File: config.mk
export PLATFORM = sky130hd
export DESIGN_NAME = alarm_ctrl
export DESIGN_NICKNAME = d
export VERILOG_FILES = /design/src/rtl/alarm_ctrl.sv
export SDC_FILE = /design/constraint.sdc
export NUM_CORES = 1
export LEC_CHECK = 0
export BUFFER_PORTS_ARGS = -buffer_cell sky130_fd_sc_hd__buf_2
export CORE_MARGIN = 2
export CORE_UTILIZATION = 35
export CTS_BUF_LIST = sky130_fd_sc_hd__clkbuf_4 sky130_fd_sc_hd__clkbuf_8
export CTS_CLUSTER_SIZE = 14
export DETAILED_ROUTE_END_ITERATION = 8
export SYNTH_ARGS = -nofsm -noshare
export SYNTH_HDL_FRONTEND = slang
export SYNTH_SLANG_ARGS = --single-unit
File: constraint.sdc
create_clock -name clk -period 3.7 [get_ports clk]
set_clock_uncertainty 0.2 [all_clocks]
set_input_delay 0.185 -clock clk [delete_from_list [all_inputs] [get_ports clk]]
set_output_delay 0.185 -clock clk [all_outputs]
set_load 0.01 [all_outputs]
File: src/rtl/alarm_ctrl.sv
// alarm_ctrl: alarm sequencer for the digital clock.
// Holds the BCD alarm time, lets the user edit it with buttons, arms/disarms,
// detects a match against the running time, and runs the ringing phase with a
// timeout and a bounded snooze.
//
// Optional build macro: ALARM_BLINK_EN -- when defined, led_alarm blinks
// (1111/0000, toggling on each tick_1hz) while ringing; otherwise steady 1111.
//
// Ports:
//   clk, rst           clock, asynchronous active-high reset
//   tick_1hz           one-cycle pulse per second
//   hr, mn             current time, BCD
//   btn_set/inc/arm/snooze  debounced one-cycle button pulses
//   hr_alarm, mn_alarm alarm time, BCD
//   edit_sel           00 none, 01 hour, 10 minute
//   armed, ringing     status flags
//   led_alarm          alarm LED pattern
//
// state    | meaning
// DISARMED | alarm off
// SET_HR   | editing alarm hour
// SET_MN   | editing alarm minute
// ARMED    | waiting for the alarm time
// RINGING  | alarm sounding, ring timer running
// SNOOZE   | waiting for the snooze target time
module alarm_ctrl #(
  parameter logic [7:0] RST_HR     = 8'h07,
  parameter logic [7:0] RST_MN     = 8'h00,
  parameter int         RING_SEC   = 60,
  parameter int         SNOOZE_MN  = 5,
  parameter int         MAX_SNOOZE = 3
) (
  input  logic       clk,
  input  logic       rst,
  input  logic       tick_1hz,
  input  logic [7:0] hr,
  input  logic [7:0] mn,
  input  logic       btn_set,
  input  logic       btn_inc,
  input  logic       btn_arm,
  input  logic       btn_snooze,
  output logic [7:0] hr_alarm,
  output logic [7:0] mn_alarm,
  output logic [1:0] edit_sel,
  output logic       armed,
  output logic       ringing,
  output logic [3:0] led_alarm
);

  typedef enum logic [2:0] {DISARMED, SET_HR, SET_MN, ARMED, RINGING, SNOOZE} state_t;

  state_t     state, state_nxt;
  logic [7:0] hr_nxt, mn_nxt;
  logic [7:0] ring_cnt, ring_nxt;
  logic [3:0] snooze_cnt, snooze_nxt;
  logic [7:0] tgt_hr, tgt_hr_nxt, tgt_mn, tgt_mn_nxt;
  logic       fired, fired_nxt;
  logic       time_eq, tgt_eq;
  logic [6:0] snz_h, snz_m;
  logic [1:0] edit_sel_d;
  logic       armed_d, ringing_d;
  logic [3:0] led_d;

  // BCD increment with wrap at max (23 for hours, 59 for minutes)
  function automatic logic [7:0] bcd_inc(input logic [7:0] v, input logic [7:0] max);
    if (v == max) return 8'h00;
    if (v[3:0] == 4'd9) return {v[7:4] + 4'd1, 4'd0};
    return {v[7:4], v[3:0] + 4'd1};
  endfunction

  function automatic logic [6:0] bcd2bin(input logic [7:0] v);
    return 7'(v[7:4]) * 7'd10 + 7'(v[3:0]);
  endfunction

  function automatic logic [7:0] bin2bcd(input logic [6:0] v);
    return (8'(v / 7'd10) << 4) | 8'(v % 7'd10);
  endfunction

  assign time_eq = (hr == hr_alarm) && (mn == mn_alarm);
  assign tgt_eq  = (hr == tgt_hr) && (mn == tgt_mn);

  // Snooze target = now + SNOOZE_MN minutes, wrapping past midnight
  always_comb begin
    snz_m = bcd2bin(mn) + 7'(SNOOZE_MN);
    snz_h = bcd2bin(hr);
    if (snz_m >= 7'd60) begin
      snz_m = snz_m - 7'd60;
      snz_h = snz_h + 7'd1;
    end
    if (snz_h == 7'd24) snz_h = 7'd0;
  end

  always_ff @(posedge clk or posedge rst) begin
    if (rst) begin
      state      <= DISARMED;
      hr_alarm   <= RST_HR;
      mn_alarm   <= RST_MN;
      ring_cnt   <= 8'd0;
      snooze_cnt <= 4'd0;
      tgt_hr     <= 8'h00;
      tgt_mn     <= 8'h00;
      fired      <= 1'b0;
      edit_sel   <= 2'b00;
      armed      <= 1'b0;
      ringing    <= 1'b0;
      led_alarm  <= 4'b0000;
    end else begin
      state      <= state_nxt;
      hr_alarm   <= hr_nxt;
      mn_alarm   <= mn_nxt;
      ring_cnt   <= ring_nxt;
      snooze_cnt <= snooze_nxt;
      tgt_hr     <= tgt_hr_nxt;
      tgt_mn     <= tgt_mn_nxt;
      fired      <= fired_nxt;
      edit_sel   <= edit_sel_d;
      armed      <= armed_d;
      ringing    <= ringing_d;
      led_alarm  <= led_d;
    end
  end

  // Buttons take priority over time matches in ARMED and SNOOZE.
  always_comb begin
    state_nxt  = state;
    hr_nxt     = hr_alarm;
    mn_nxt     = mn_alarm;
    ring_nxt   = ring_cnt;
    snooze_nxt = snooze_cnt;
    tgt_hr_nxt = tgt_hr;
    tgt_mn_nxt = tgt_mn;
    fired_nxt  = time_eq ? fired : 1'b0;
    case (state)
      DISARMED: begin
        if (btn_arm)      state_nxt = ARMED;
        else if (btn_set) state_nxt = SET_HR;
      end
      SET_HR: begin
        if (btn_arm)      state_nxt = DISARMED;
        else if (btn_set) state_nxt = SET_MN;
        else if (btn_inc) begin
          hr_nxt    = bcd_inc(hr_alarm, 8'h23);
          fired_nxt = 1'b0;
        end
      end
      SET_MN: begin
        if (btn_arm)      state_nxt = DISARMED;
        else if (btn_set) state_nxt = ARMED;
        else if (btn_inc) begin
          mn_nxt    = bcd_inc(mn_alarm, 8'h59);
          fired_nxt = 1'b0;
        end
      end
      ARMED: begin
        if (btn_arm)      state_nxt = DISARMED;
        else if (btn_set) state_nxt = SET_HR;
        else if (time_eq && !fired) begin
          state_nxt  = RINGING;
          fired_nxt  = 1'b1;
          ring_nxt   = 8'd0;
          snooze_nxt = 4'd0;
        end
      end
      RINGING: begin
        if (btn_arm) state_nxt = ARMED;
        else if (btn_snooze) begin
          if (snooze_cnt < 4'(MAX_SNOOZE)) begin
            state_nxt  = SNOOZE;
            snooze_nxt = snooze_cnt + 4'd1;
            tgt_hr_nxt = bin2bcd(snz_h);
            tgt_mn_nxt = bin2bcd(snz_m);
          end else begin
            state_nxt = ARMED;
          end
        end else if (tick_1hz) begin
          ring_nxt = ring_cnt + 8'd1;
          if (ring_cnt + 8'd1 == 8'(RING_SEC)) state_nxt = ARMED;
        end
      end
      SNOOZE: begin
        if (btn_arm) state_nxt = ARMED;
        else if (tgt_eq) begin
          state_nxt = RINGING;
          ring_nxt  = 8'd0;
        end
      end
      default: state_nxt = DISARMED;
    endcase
  end

  // Outputs are decoded from the next state and registered above.
  always_comb begin
    edit_sel_d = 2'b00;
    armed_d    = 1'b0;
    ringing_d  = 1'b0;
    led_d      = 4'b0000;
    case (state_nxt)
      SET_HR: edit_sel_d = 2'b01;
      SET_MN: edit_sel_d = 2'b10;
      ARMED:  armed_d = 1'b1;
      RINGING: begin
        armed_d   = 1'b1;
        ringing_d = 1'b1;
`ifdef ALARM_BLINK_EN
        if (state != RINGING) led_d = 4'b1111;
        else if (tick_1hz)    led_d = ~led_alarm;
        else                  led_d = led_alarm;
`else
        led_d = 4'b1111;
`endif
      end
      SNOOZE: begin
        armed_d = 1'b1;
        led_d   = 4'b0001;
      end
      default: ;
    endcase
  end

endmodule
# Word level (Yosys, flattened, before mapping)
# Index checks and enable logic that the tools add are counted.
dict set report totals {
  elab_cells 163
  inputBits 23
  ff_bits 56
}
dict set report op_classes {
  n_eq_ne 30
  n_lt_le_gt_ge 2
  n_bitwise 4
  n_div 4
  reduce_logical 18
  addsub 11
  multipliers 2
  mux 78
}
# cell count
set op_table {}
lappend op_table {{$mux 8} 16}
lappend op_table {{$mux 3} 16}
lappend op_table {{$eq 8x8->1} 4}
lappend op_table {{$mux 1} 31}
lappend op_table {{$mux 4} 6}
lappend op_table {{$pmux 8 s3} 1}
lappend op_table {{$mux 7} 3}
lappend op_table {{$add 4x1->4 const B} 5}
lappend op_table {{$ne 2x2->1 const B} 10}
lappend op_table {{$pmux 3 s6} 1}
lappend op_table {{$div 7x4->8 const B} 2}
lappend op_table {{$eq 8x6->1 const B} 2}
lappend op_table {{$mod 7x4->8 const B} 2}
lappend op_table {{$or 8x8->8} 2}
lappend op_table {{$pmux 4 s2} 2}
lappend op_table {{$add 7x4->7} 2}
lappend op_table {{$eq 3x2->1 const B} 4}
lappend op_table {{$eq 3x3->1 const B} 4}
lappend op_table {{$mul 4x3->6 const B} 2}
lappend op_table {{$reduce_and 4->1} 3}
lappend op_table {{$reduce_and 5->1} 2}
lappend op_table {{$reduce_and 9->1} 1}
lappend op_table {{$add 8x1->8 const B} 1}
lappend op_table {{$eq 4x4->1 const B} 2}
lappend op_table {{19 further kinds} 25}

# Longest topological paths before layout
# Gate-level depths: netlist of the first run.
dict set report depth {
  depth_word 13
  depth_mapped 30
  mapped_depth_nobuf 29
}

# Least setup slack after synthesis of the first run
# Ideal clock, no wire load.
dict set report synth_timing {
  path_kind {in2reg}
  start {input mn[1]}
  end {register tgt_hr[2]}
  slack_ns -2.286
  t_required_ns 3.374
  t_arrival_ns 5.660
  setup_ns 0.126
  path_stages 27
  n_path_buf 2
  path_cell_list {ha_1 > ha_1 > fa_1 > xor2_1 > ha_1 > a22o_1 > and4_1 > buf_4 > nor2_1 > a32oi_1 > inv_1 > a21oi_1 > ha_1 > o21ai_0 > a211oi_1 > or2_1 > buf_2 > inv_1 > ha_1 > nor3_1 > nor2b_1 > a311oi_4 > o22ai_1 > a211o_1 > nor3_4 > nor3_1 > a221o_1}
}
dict set report synth_via {
  elab_chain_cells 8
}
# item line
set synth_lines {}
lappend synth_lines {{start, declared} 37} ;# input logic [7:0] mn,
lappend synth_lines {{$add 7x4->7 *} 72} ;# return 7'(v[7:4]) * 7'd10 + 7'(v[3:0]);
lappend synth_lines {{$add 7x3->7 *} 84} ;# snz_m = bcd2bin(mn) + 7'(SNOOZE_MN);
lappend synth_lines {{$ge 7x6->1 *} 86} ;# if (snz_m >= 7'd60) begin
lappend synth_lines {{$mux 7 *} 86}
lappend synth_lines {{$eq 7x5->1} 90} ;# if (snz_h == 7'd24) snz_h = 7'd0;
lappend synth_lines {{$mux 7 *} 90}
lappend synth_lines {{$mod 7x4->8 *} 76} ;# return (8'(v / 7'd10) << 4) | 8'(v % 7'd10);
lappend synth_lines {{$or 8x8->8 *} 76}
lappend synth_lines {{end signal, assigned} 113} ;# tgt_hr <= tgt_hr_nxt;
lappend synth_lines {{end, declared} 56} ;# logic [7:0] tgt_hr, tgt_hr_nxt, tgt_mn, tgt_mn_nxt;
# Mark *: on every way between the ends. The rest lies on a longest branch, timed or not.
# A chain may end at the register's enable or synchronous reset.

# Worst setup path in the final report of the first run
# Ends and elaborated chain as after synthesis.

==> reports/metrics.yaml, run 1 <==
run_status:
  outcome: "finished with violations"
  violations: "setup timing"
timing:
  final_max_slew_viol_count: 0
  fin_crit_sh_pct: 141
  setup_viol: 14
  max_freq_ghz: 0.191
  rsz0062_at_grt: "true"
  post-route-min-period_ps: 5220
  hold_slack_ps: 80.5
  setup_ws_ps: -1520
  hold_violations: 0
  relSlewSlack_pct: 56.9
  worstMarginPinSlew_ps: 640
layout:
  syn_to_final_growth_pct: 49.7
  drive_gt1_share_pct: 41.2
  nets: 927
  fin_util_pct: 53.9
  num_antenna_cells: 0
yosys:
  synth-edff-count: 0
  synth-async-reset-ratio_pct: 100
  syn_inst: 640
  synth_top_area_share_pct: 24.3
  netlist_area_um2: 5250
  yosys-top-cells-area: "dfrtp_1 24%, ha_1 8.8%, xor2_1 7.2%"
  synthFlopType: "dfrtp_1"
  syn_nets: 704
  ys_seq_area_share_pct: 25.8
  ys_types: 74
  yosys_warnings: 0
  synth_seq_cells: 54
  avgSynthCellArea_um2: 8.20
  synth_top_area_cell: "dfrtp_1"
placed_design:
  place.gp.congestion: 0.874
  portBuffers: 46
  dp_hpwl_mm: 12.6
drt:
  drtIter0Drc: 461
  vias: 5703
  dr.pass1.iters: 4
  routed_via_density: 5.44
  routedWlPerCell_um: 15.7
  wirelength_mm: 16.5
  drc: 0
  drtAntennaViolNets: 0
setup_path:
  worst_ep_required_time_ps: 3700
  cp_max_fo: 3
  cp.arrival_ps: 5230
  path_class: "in2reg"
  cp-start-kind: "primary input"
  end_kind: "register"
floorplan:
  die_w_um: 126
  die_area_um2: 16000
  pin_count: 47
  core_um2: 14600
  row_count: 44
  die_h_um: 126
  initial_core_util_pct: 36.0
job:
  drv_cap: 0
power_and_ir_drop:
  ir_drop_mv: 0.385
  switching_share_pct: 43.6
  clock_power_share_pct: 6.3
  p_comb_share_pct: 76.9
  p_switching_mw: 2.46
  p_int_mw: 3.19
  p_per_area_nw_per_um2: 720
  power_frac_seq_pct: 16.8
  total_power_mw: 5.66
  total_leakage_power_nw: 3.66
global_routing:
  overflow: 0
  antenna_found_initial: 0
  grt_max_degree: 32
  grt_usage_pct: 20.5
  first_global_vias: 5613
  grt_pass1_wl_mm: 27.5
clocking:
  cts_buffers: 5
  path_clk_slew_ps: 100
  clockRootBuffer: "clkbuf_8"
  cts.sinks: 54
  insertion_delay_ps: 320
  cts_tree: "done"
  htreeDepth: 2
  clock_path_buffers: 2
min_path:
  hold_class: "in2reg"
-- synth_stat cells, types with 11 or more instances --
cell type   n
nand2_1    70
o21ai_0    57
dfrtp_1    51
nor2_1     48
xor2_1     43
ha_1       37
nor3_1     28
a21oi_1    26
inv_1      26
xnor2_1    24
nand3_1    17
nor4_1     14
mux2i_1    12
and3_1     11
clkbuf_1   11
-- cell families (layout without fill, tap and decap cells) --
| family | count (synthesis) | count (layout) | synth area share [%] |
|---|---|---|---|
| simple gates | 241 | 241 | 22.6 |
| xor+xnor | 69 | 69 | 11.8 |
| fa+ha+maj | 42 | 42 | 10.5 |
| buf+inv | 45 | 268 | 3.53 |
| compound gates | 172 | 173 | 22.4 |
| flops | 54 | 54 | 25.8 |
| mux | 17 | 17 | 3.36 |
-- stage by stage --
stage	cells	area, um2	TNS, ps	worst slack, ps
floorplan	640	5450	-12380	-1630
global placement	1004	6960	-16300	-1830
detailed placement	1004	6960	-17390	-2000
CTS	1047	7770	-11920	-1470
global route	1048	7860	-15600	-1790
finish	1048	7860	-12590	-1520
-- power groups by stage --
| stage | sequential, mW | combinational (mW) | clock (mW) |
|---|---|---|---|
| 3_5_place_dp | 0.959 | 3.22 | 0 |
| 5_1_grt | 0.980 | 4.68 | 0.384 |
| 4_1_cts | 0.949 | 4.13 | 0.365 |
| 2_1_floorplan | 0.925 | 1.93 | 0 |
| 3_3_place_gp | 0.953 | 3.14 | 0 |
| 6_report | 0.951 | 4.35 | 0.356 |
-- path summary, 6_finish.rpt --
check	slack, ps	end	cells after the start	startpoint
setup / recovery	-1520	tgt_hr[2]	26	mn[1]
hold / removal	80	tgt_mn[0]	3	mn[0]
setup reg to reg	320	ring_cnt[6]	8	hr_alarm[0]
hold reg to reg	270	ring_cnt[7]	1	ring_cnt[7]
max in group asynchronous	2190	hr_alarm[2]	4	rst
min in group asynchronous	290	hr_alarm[5]	3	rst
-- timing repair --
action	CTS	global route
hold endpoints to repair	29	0
buffers inserted	36	1
cloned	1	0
pin swaps	63	23
setup endpoints to repair	14	14
hold buffers	1	0
gates resized for setup	98	14
-- layer usage --
metal / up-vias / wire (um) / track usage (%)
met5: - / 0 / 0
met4: 0 / 346 / 5.56
met3: 25 / 477 / 1.69
met2: 119 / 8110 / 35.5
met1: 2771 / 7540 / 27.4
li1: 2788 / - / -
-- registers in the layout, indices dropped and copies added (netlist names) --
name / cells
tgt_mn: 8
tgt_hr: 8
led_alarm: 2
ring_cnt: 8
edit_sel: 2
mn_alarm: 8
fired: 1
state: 3
armed: 1
hr_alarm: 8
ringing: 1
snooze_cnt: 4
-- final cells by class --
class	instances	area [um2]
Fill cell	1313	6730
Clock buffer	6	82.6
Sequential cell	54	1360
Timing Repair Buffer	234	1710
Clock inverter	2	12.5
Tap cell	184	230
Multi-Input combinational cell	542	4370
Inverter	26	97.6
-- worst max-delay path, stage by stage --
cell      delay [ps]
buf_8            100
ha_4             240
ha_4             160
fa_2             430
xor2_4           240
ha_4             160
a22o_1           150
nand4_1          190
buf_4            220
a21oi_4          130
xnor2_2          100
a21oi_2          180
ha_2             240
o21ai_2           80
a211oi_2         290
or2_1            170
inv_2             50
ha_4             160
o2111a_1         270
a311oi_4         340
buf_4            200
o22ai_2           60
a211o_1          320
nor3_4           180
nor3_1           100
a221o_1          290
-- placed cells by master, fill, tap and decap left out, drive strengths merged, types with 9 or more instances in the layout --
| cell type | instances |
|---|---|
| a211oi | 10 |
| a21oi | 26 |
| and3 | 11 |
| buf | 233 |
| dfrtp | 51 |
| ha | 37 |
| inv | 26 |
| mux2i | 12 |
| nand2 | 71 |
| nand3 | 17 |
| nor2 | 48 |
| nor3 | 30 |
| nor4 | 14 |
| o21ai | 60 |
| or2 | 9 |
| xnor2 | 25 |
| xor2 | 44 |
(Power assumes the default switching activity.)
==> inputs of run 2 (changes only) <==
CORE_UTILIZATION = 60   (was 35)
PLACE_DENSITY = 0.8   (was not set)
==> run 2 against run 1 <==
  * The flow still finishes with violations (setup timing)
  * Total power is 8.5% higher
  * Critical path depth is 4 higher
  * Highest routed layer unchanged
  * Worst hold slack better by 59 ps
  * Clock power is 4% lower
==> reports/metrics.yaml, run 2 (synthesis gave the netlist of run 1 again) <==
run_status:
  outcome: "finished with violations"
  violations: "setup timing"
layout:
  final_common_cell: "buf_4"
  drive_gt1_share_pct: 42.2  # +0.96 points
  syn_to_final_growth_pct: 50.0
  num_antenna_cells: 0  # unchanged
  nets: 931  # +0.43%
  layout_common_cells: "178 x buf_4, 65 x nand2_1, 51 x dfrtp_1"
timing:
  rsz0062_at_grt: "true"
  worstMarginPinSlew_ps: 1120  # +484 ps
  hold_violations: 0  # unchanged
  relSlewSlack_pct: 25.1  # -32 points
  fin_crit_sh_pct: 157  # +16 points
  setup_tns_ps: -18370  # -5780 ps
  setup_viol: 14  # unchanged
  max_freq_ghz: 0.172  # -9.9%
  setup_ws_ps: -2100  # -575 ps
  final_max_slew_viol_count: 0  # unchanged
  post-route-min-period_ps: 5800  # +575 ps
  hold_slack_ps: 139  # +58.6 ps
floorplan:
  core_um2: 8590  # -41%
  row_count: 34  # -23%
  initial_core_util_pct: 61.1  # +25 points
  die_h_um: 97.5  # -23%
  pin_count: 47  # unchanged
  die_w_um: 97.5  # -23%
  die_area_um2: 9510  # -41%
min_path:
  hold_depth: 3  # unchanged
  hold_class: "in2reg"
  worstHoldStart: "mn[0]"
  hold_end: "tgt_mn[0]"
global_routing:
  first_global_vias: 6419  # +14%
  overflow: 0  # unchanged
  grt_max_degree: 55  # +72%
  grt_usage_pct: 41.8  # +21 points
  antenna_found_initial: 0  # unchanged
  grt_pass1_wl_mm: 32.2  # +17%
placed_design:
  portBuffers: 46  # unchanged
  place.gp.congestion: 0.955  # +9.2%
  dp_hpwl_mm: 11.9  # -5.0%
power_and_ir_drop:
  ir_drop_mv: 0.717  # +86%
  total_leakage_power_nw: 3.68  # +0.66%
  p_per_area_nw_per_um2: 779  # +8.3%
drt:
  drtAntennaViolNets: 0  # unchanged
  drtIter0Drc: 1160  # +150%
  drc: 0  # unchanged
  routed_via_density: 7.35  # +35%
  vias: 7170  # +26%
  wirelength_mm: 24.9  # +51%
  routedWlPerCell_um: 25.5  # +62%
  dr.pass1.iters: 9  # +5
setup_path:
  crit_top_cell: "ha_4"
  worstReg2RegStart: "hr_alarm[0]"
  path_delay_family: "compound AO/OA/AOI/OAI gates"
  worst_ep_required_time_ps: 3700  # about the same
  cp_slowest_cell: "fa_2"
  worstReg2RegEnd: "tgt_hr[0]"
  path_class: "in2reg"
  ff2ff_path_depth: 10  # +2
  end_kind: "register"
  rrSetupSlack_ps: 80  # -240 ps
  cp-start-kind: "primary input"
  critPathMaxStageDelay_ps: 420  # about the same
  cp.buffers_inverters: 3  # -1
  cp.arrival_ps: 5800  # +570 ps
  cp_max_fo: 4  # +1
clocking:
  cts_buffers: 5  # unchanged
  cts_tree: "done"
  path_clk_slew_ps: 100  # about the same
  htreeDepth: 2  # unchanged
  clockRootBuffer: "clkbuf_8"
  insertion_delay_ps: 320  # about the same
  clock_path_buffers: 2  # unchanged
  cts.sinks: 54  # unchanged
job:
  drv_cap: 0  # unchanged
-- run 2: changes by cell type in the layout (fill, tap and decap cells not counted), moves of 3 or more --
cell	delta
o21ai_2	-3
ha_4	+3
a21oi_2	+3
o21ai_1	+4
-- run 2: tightest hold or removal path, stage by stage --
cell and delay, ps:
buf_2 120, buf_4 170, o21ai_0 120
-- run 2: power breakdown --
| part | internal, mW | switching [mW] | total [mW] |
|---|---|---|---|
| Combinational | 2.27 | 2.54 | 4.80 |
| Clock | 0.141 | 0.201 | 0.342 |
| Sequential | 0.759 | 0.232 | 0.990 |
-- run 2: what timing repair did --
action | in CTS | in global routing
hold endpoints to repair | 51 | 0
pin swaps | 69 | 52
gates cloned | 1 | 0
hold buffers | 1 | 0
setup buffers | 31 | 15
gates resized for setup | 89 | 45
setup endpoints to repair | 14 | 14
-- run 2: metal layers --
layer	GRT usage, %	part of all wire [%]	vias to the layer above
met1	51.0	33	3219
met5	0	0	-
met4	23.3	10	0
met2	69.7	44	850
li1	-	-	2798
met3	7.55	13	303
-- run 2: layout make-up --
| cell class | count | area [um2] |
|---|---|---|
| clock buffers | 6 | 76.3 |
| clock inverters | 2 | 13.8 |
| fillers | 321 | 717 |
| inverters | 26 | 97.6 |
| multi-input cells | 542 | 4440 |
| flip-flops and latches | 54 | 1360 |
| well taps | 108 | 135 |
| repair buffers | 238 | 1760 |
-- run 2: how the worst max path moves through the flow --
stage,from,end,slack (ps),depth (start not counted)
finish,mn[1],tgt_hr[7],-2100,30
global route,mn[7],tgt_hr[7],-2310,30
CTS,mn[1],tgt_hr[7],-1480,29
detailed placement,mn[4],tgt_hr[5],-1950,27
global placement,hr[5],tgt_hr[2],-1810,26
floorplan,mn[4],tgt_hr[2],-1630,24
-- run 2: through the flow --
step	std cells	total power [mW]	utilization [%]	area, um2	worst slack, ps
2_1_floorplan	640	2.85	-	5450	-1630
3_3_place_gp	923	3.99	79.4	6820	-1810
3_5_place_dp	923	4.14	79.4	6820	-1950
4_1_cts	961	5.17	87.7	7530	-1480
5_1_grt	976	6.33	91.7	7880	-2310
6_report	976	6.14	91.7	7880	-2100
